## config.mk

```make
export PLATFORM = sky130hd
export DESIGN_NAME = keypad_scan_ctrl
export DESIGN_NICKNAME = d
export VERILOG_FILES = /design/src/rtl/keypad_pkg.sv /design/src/rtl/scan_tick_gen.sv /design/src/rtl/keypad_scan_ctrl.sv
export SDC_FILE = /design/constraint.sdc
export NUM_CORES = 1
export LEC_CHECK = 0
export CAP_MARGIN = 25
export CORE_AREA = 4 4 96 71
export CTS_BUF_LIST = sky130_fd_sc_hd__clkbuf_4 sky130_fd_sc_hd__clkbuf_8
export DETAILED_ROUTE_END_ITERATION = 8
export DIE_AREA = 0 0 100 75
export SYNTH_ARGS = -nofsm -noshare
export SYNTH_HDL_FRONTEND = slang
export SYNTH_SLANG_ARGS = --single-unit
```

## constraint.sdc

```tcl
create_clock -name clk -period 5.65 [get_ports clk]
set_input_delay 1.13 -clock clk [delete_from_list [all_inputs] [get_ports clk]]
set_output_delay 1.13 -clock clk [all_outputs]
set_load 0.005 [all_outputs]
```

## src/rtl/keypad_pkg.sv

```systemverilog
// Shared types and helpers for the 4x4 keypad scanner: FSM states, top-row constant,
// and the row/column to hex-key decode table.
package keypad_pkg;

    typedef enum logic [1:0] {
        SCAN     = 2'd0,
        DEBOUNCE = 2'd1,
        HELD     = 2'd2,
        RELEASE  = 2'd3
    } state_t;

    localparam logic [3:0] ROW_TOP = 4'b1000;

    // col_idx 3 is the leftmost column, so each table row reads left to right from the MSB nibble.
    function automatic logic [3:0] key_decode(input logic [3:0] row, input logic [1:0] col_idx);
        logic [15:0] line;
        case (row)
            4'b1000: line = 16'h123A;
            4'b0100: line = 16'h456B;
            4'b0010: line = 16'h789C;
            default: line = 16'hE0FD;
        endcase
        return line[{col_idx, 2'b00} +: 4];
    endfunction

endpackage

```

## src/rtl/scan_tick_gen.sv

```systemverilog
// Scan-rate divider: counts 0..SCAN_DIV-1 and raises tick for the one cycle at the wrap.
module scan_tick_gen #(
    parameter int SCAN_DIV = 2400
) (
    input  logic clk,
    input  logic reset,
    output logic tick
);

    localparam int CW = $clog2(SCAN_DIV + 1);

    logic [CW-1:0] cnt_q;
    logic [CW-1:0] cnt_d;

    assign tick = (cnt_q == CW'(SCAN_DIV - 1));

    always_comb begin
        cnt_d = tick ? '0 : cnt_q + 1'b1;
    end

    always_ff @(posedge clk) begin
        if (reset) begin
            cnt_q <= '0;
        end else begin
            cnt_q <= cnt_d;
        end
    end

endmodule

```

## src/rtl/keypad_scan_ctrl.sv

```systemverilog
// 4x4 keypad scanner: row stepping, column synchronizer, press/release debounce FSM,
// one key_valid pulse per accepted press, and a two-digit display history.
module keypad_scan_ctrl
    import keypad_pkg::*;
#(
    parameter int SCAN_DIV = 2400,
    parameter int DB_TICKS = 10
) (
    input  logic       clk,
    input  logic       reset,
    input  logic [3:0] columns,
    output logic [3:0] rows,
    output logic       key_valid,
    output logic [3:0] key_code,
    output logic [3:0] digit_hi,
    output logic [3:0] digit_lo
);

    localparam int DW = $clog2(DB_TICKS + 1);
    localparam logic [DW-1:0] DB_LAST = DW'(DB_TICKS);

    logic          tick;
    logic [3:0]    col_m_q, col_s_q;
    state_t        state_q, state_d;
    logic [3:0]    rows_q, rows_d, row_sel_q, row_sel_d;
    logic [1:0]    col_sel_q, col_sel_d;
    logic [DW-1:0] db_cnt_q, db_cnt_d, db_inc;
    logic          key_valid_q, key_valid_d;
    logic [3:0]    key_code_q, key_code_d;
    logic [3:0]    digit_hi_q, digit_hi_d, digit_lo_q, digit_lo_d;
    logic          single;
    logic [1:0]    single_idx;
    logic [3:0]    press_mask, rows_next, new_code;

    scan_tick_gen #(.SCAN_DIV(SCAN_DIV)) u_tick (
        .clk   (clk),
        .reset (reset),
        .tick  (tick)
    );

    // Only exactly one low column counts as a press; ghosted multi-key patterns are ignored.
    always_comb begin
        single     = 1'b0;
        single_idx = 2'd0;
        case (col_s_q)
            4'b0111: begin single = 1'b1; single_idx = 2'd3; end
            4'b1011: begin single = 1'b1; single_idx = 2'd2; end
            4'b1101: begin single = 1'b1; single_idx = 2'd1; end
            4'b1110: begin single = 1'b1; single_idx = 2'd0; end
            default: ;
        endcase
    end

    assign press_mask = ~(4'b0001 << col_sel_q);
    assign rows_next  = {rows_q[0], rows_q[3:1]};
    assign db_inc     = db_cnt_q + 1'b1;
    assign new_code   = key_decode(row_sel_q, col_sel_q);

    always_comb begin
        state_d     = state_q;
        rows_d      = rows_q;
        row_sel_d   = row_sel_q;
        col_sel_d   = col_sel_q;
        db_cnt_d    = db_cnt_q;
        key_valid_d = 1'b0;
        key_code_d  = key_code_q;
        digit_hi_d  = digit_hi_q;
        digit_lo_d  = digit_lo_q;
        if (tick) begin
            case (state_q)
                SCAN: begin
                    if (single) begin
                        row_sel_d = rows_q;
                        col_sel_d = single_idx;
                        db_cnt_d  = '0;
                        state_d   = DEBOUNCE;
                    end else begin
                        rows_d = rows_next;
                    end
                end
                DEBOUNCE: begin
                    if (col_s_q == press_mask) begin
                        db_cnt_d = db_inc;
                        if (db_inc == DB_LAST) begin
                            db_cnt_d    = '0;
                            key_valid_d = 1'b1;
                            key_code_d  = new_code;
                            digit_hi_d  = digit_lo_q;
                            digit_lo_d  = new_code;
                            state_d     = HELD;
                        end
                    end else begin
                        db_cnt_d = '0;
                        rows_d   = rows_next;
                        state_d  = SCAN;
                    end
                end
                HELD: begin
                    if (col_s_q[col_sel_q]) begin
                        db_cnt_d = '0;
                        state_d  = RELEASE;
                    end
                end
                RELEASE: begin
                    if (col_s_q[col_sel_q]) begin
                        db_cnt_d = db_inc;
                        if (db_inc == DB_LAST) begin
                            db_cnt_d = '0;
                            rows_d   = rows_next;
                            state_d  = SCAN;
                        end
                    end else begin
                        state_d = HELD;
                    end
                end
                default: state_d = SCAN;
            endcase
        end
    end

    always_ff @(posedge clk) begin
        if (reset) begin
            col_m_q     <= 4'hF;
            col_s_q     <= 4'hF;
            state_q     <= SCAN;
            rows_q      <= ROW_TOP;
            row_sel_q   <= ROW_TOP;
            col_sel_q   <= 2'd0;
            db_cnt_q    <= '0;
            key_valid_q <= 1'b0;
            key_code_q  <= 4'h0;
            digit_hi_q  <= 4'h0;
            digit_lo_q  <= 4'h0;
        end else begin
            col_m_q     <= columns;
            col_s_q     <= col_m_q;
            state_q     <= state_d;
            rows_q      <= rows_d;
            row_sel_q   <= row_sel_d;
            col_sel_q   <= col_sel_d;
            db_cnt_q    <= db_cnt_d;
            key_valid_q <= key_valid_d;
            key_code_q  <= key_code_d;
            digit_hi_q  <= digit_hi_d;
            digit_lo_q  <= digit_lo_d;
        end
    end

    assign rows      = rows_q;
    assign key_valid = key_valid_q;
    assign key_code  = key_code_q;
    assign digit_hi  = digit_hi_q;
    assign digit_lo  = digit_lo_q;

endmodule

```

==> flow_summary.json <==
{
  "setup_viol_count_final": 0,
  "rsz0062_at_grt": "false",
  "wl_um": 4600,
  "period_minus_slack_ps": 2390,
  "post_cts_buffers": 0,
  "synthCells": 265,
  "vias": 1854,
  "rr_worst_depth": 5,
  "power.share.clock_pct": 37.2,
  "root_buffer": "clkbuf_8",
  "finalPower_uw": 552,
  "nets": 285,
  "cts-htree-levels": 2,
  "insertedDiodeCount": 0,
  "crit_family": "buffers and inverters",
  "synth_top_area_cell": "dfxtp_1",
  "cts_tree": "done",
  "peakVddDrop_mv": 0.102,
  "vias_per_cell": 5.22,
  "regToRegSetupSlack_ps": 3380,
  "grtUsageTotal_pct": 13.2,
  "overflow": 0,
  "gp_congestion": 0.816,
  "drtIter0Drc": 98,
  "fmax_mhz": 418,
  "rr_startpoint": "col_sel_q[0]$_SDFFE_PP0P_",
  "worstPathArrival_ps": 1260,
  "cpMaxStageDelayCell": "clkdlybuf4s50_1",
  "whs_endpoint": "col_s_q[2]$_SDFF_PP1_",
  "die_w_um": 100,
  "start_util_pct": 38.5,
  "clk-insertion-delay-late_ps": 300,
  "syn_area_per_cell_um2": 8.69,
  "path_max_fanout": 4,
  "intPower_uw": 421,
  "min-delay-start": "col_m_q[2]$_SDFF_PP1_",
  "hold_violations": 0,
  "grt_pass1_wl_um": 7910,
  "synth.distinct_cells": 58,
  "synthArstFlopShare_pct": 0,
  "slowest_delay_ps": 540,
  "netlist_top_cells_count": "dfxtp_1 (45), nor2_1 (28), nand2_1 (19), a21oi_1 (18)",
  "hold_class": "reg -> reg",
  "crit_required_ps": 4520,
  "drc": 0,
  "port_buffers": 22,
  "ys_warn_count": 0,
  "wire_per_inst_um": 13.0,
  "yosys.area.top_type_share_pct": 39.1,
  "worst-path-stages": 1,
  "core_region_area_mm2": 0.00598,
  "cellPowerDensity_mw_per_mm2": 210,
  "startpoint_type": "flip-flop",
  "synth.most_common_cell": "dfxtp_1",
  "fin_hold_ws_ps": 416,
  "yosys_register_bits": 45,
  "outcome": "finished, final reports clean",
  "timing.rr.end": "state_q[0]$_SDFFE_PP0P_",
  "synthTopCellsByArea": "dfxtp_1 (39%), nor2_1 (4.6%), a21oi_1 (3.9%)",
  "cts.sinks": 45,
  "row_count": 24,
  "cts_hold_buf": 0,
  "pwr-share-comb_pct": 3.9,
  "crit_chain": "clkdlybuf4s50_1",
  "min_path_cells": 1,
  "critPathKind": "reg -> out",
  "slew_viol_final": 0,
  "leakage_nw": 0.944,
  "cp-end-kind": "output port",
  "dpl.hpwl_um": 3240,
  "synth_edf_count": 0,
  "ys_seq_area_share_pct": 39.1,
  "maxCapViolations": 0,
  "p_sw_share_pct": 23.7,
  "syn-num-nets": 274,
  "syn2layout_area_growth_pct": 14.1,
  "cts_resized": 0,
  "max-clock-path-buffers": 2,
  "slew-limit-headroom_pct": 55.6,
  "setup_tns_ps": 0,
  "synth_flop_cell": "dfxtp_1",
  "seq_power_share_pct": 58.9,
  "grt_pass1_vias": 1642,
  "ant_nets": 0,
  "drive_gt1_share_pct": 10.1,
  "clock_skew_ps": 7.67,
  "switching_power_uw": 131,
  "die_area_mm2": 0.00750,
  "die_y_um": 75,
  "grt_max_degree": 40,
  "path_buf_inv": 1,
  "antenna_found_initial": 0,
  "final_util_pct": 44.0,
  "synthesis.area_mm2": 0.00230,
  "io_pins": 23,
  "dr.pass1.iters": 5,
  "numCtsBuffers": 5,
  "timing.final.crit_share_pct": 42.3,
  "worst_pin_slew_ps": 666,
  "path_clk_slew_ps": 90
}
==> power groups by stage <==
| stage | Combinational (mW) | Sequential (mW) | Clock (mW) |
|---|---|---|---|
| after detailed placement | 0.0221 | 0.333 | 0 |
| after global routing | 0.0250 | 0.326 | 0.227 |
| final | 0.0218 | 0.325 | 0.205 |
| after floorplan | 0.0167 | 0.331 | 0 |
| after CTS | 0.0221 | 0.325 | 0.214 |
| after global placement | 0.0217 | 0.333 | 0 |
==> final cells by class <==
cell class              count  area [um2]
clock inverters             3        25.0
multi-input cells         194        1280
repair buffers             23         228
inverters                   7        26.3
flip-flops and latches     45         901
well taps                  78        97.6
clock buffers               5        68.8
fillers                   608        3350
==> registers in the layout (all words and copies together) (netlist names) <==
register,cells
col_s_q,4
col_sel_q,2
row_sel_q,4
rows,4
col_m_q,4
digit_lo,4
state_q,2
key_valid,1
u_tick.cnt_q,12
db_cnt_q,4
digit_hi,4
==> through the flow <==
stage | instance area (um2) | cells | setup WS [ps]
floorplan | 2300 | 265 | 3730
global placement | 2530 | 347 | 3100
detailed placement | 2530 | 347 | 3050
CTS | 2630 | 355 | 3250
global route | 2630 | 355 | 3190
finish | 2630 | 355 | 3260
==> cells in the final DEF, fill, tap and decap left out, drive strengths merged, types with 8 or more instances in the layout <==
cell type,instances
a21oi,19
clkdlybuf4s50,22
dfxtp,45
inv,8
mux2i,8
nand2,19
nand3,13
nor2,28
o21ai,13
or2,9
xor2,8
==> logic make-up after synthesis <==
kind of cell             share of synthesized area, %
buffers and inverters                            5.27
multiplexers                                     5.76
adder cells (fa/ha/maj)                          1.63
AND/OR/NAND/NOR                                  24.0
flip-flops                                       39.1
XOR/XNOR                                         5.32
AO/OA/AOI/OAI                                    19.0
==> worst max-delay path by stage <==
stage | startpoint | endpoint
finish | rows[3]$_SDFFE_PP1P_ | rows[3]
global route | rows[3]$_SDFFE_PP1P_ | rows[3]
CTS | rows[3]$_SDFFE_PP1P_ | rows[3]
detailed placement | reset | u_tick.cnt_q[6]$_SDFF_PP0_
global placement | reset | u_tick.cnt_q[10]$_SDFF_PP0_
floorplan | db_cnt_q[0]$_SDFFE_PP0P_ | state_q[0]$_SDFFE_PP0P_
==> per-layer routing <==
layer / wire (um) / up-vias / GRT usage, %
li1: - / 962 / -
met1: 2520 / 847 / 19.7
met2: 1790 / 38 / 18.1
met3: 235 / 7 / 3.61
met4: 55 / 0 / 4.63
met5: 0 / - / 0
No activity file was read; power rests on OpenSTA's default activity.
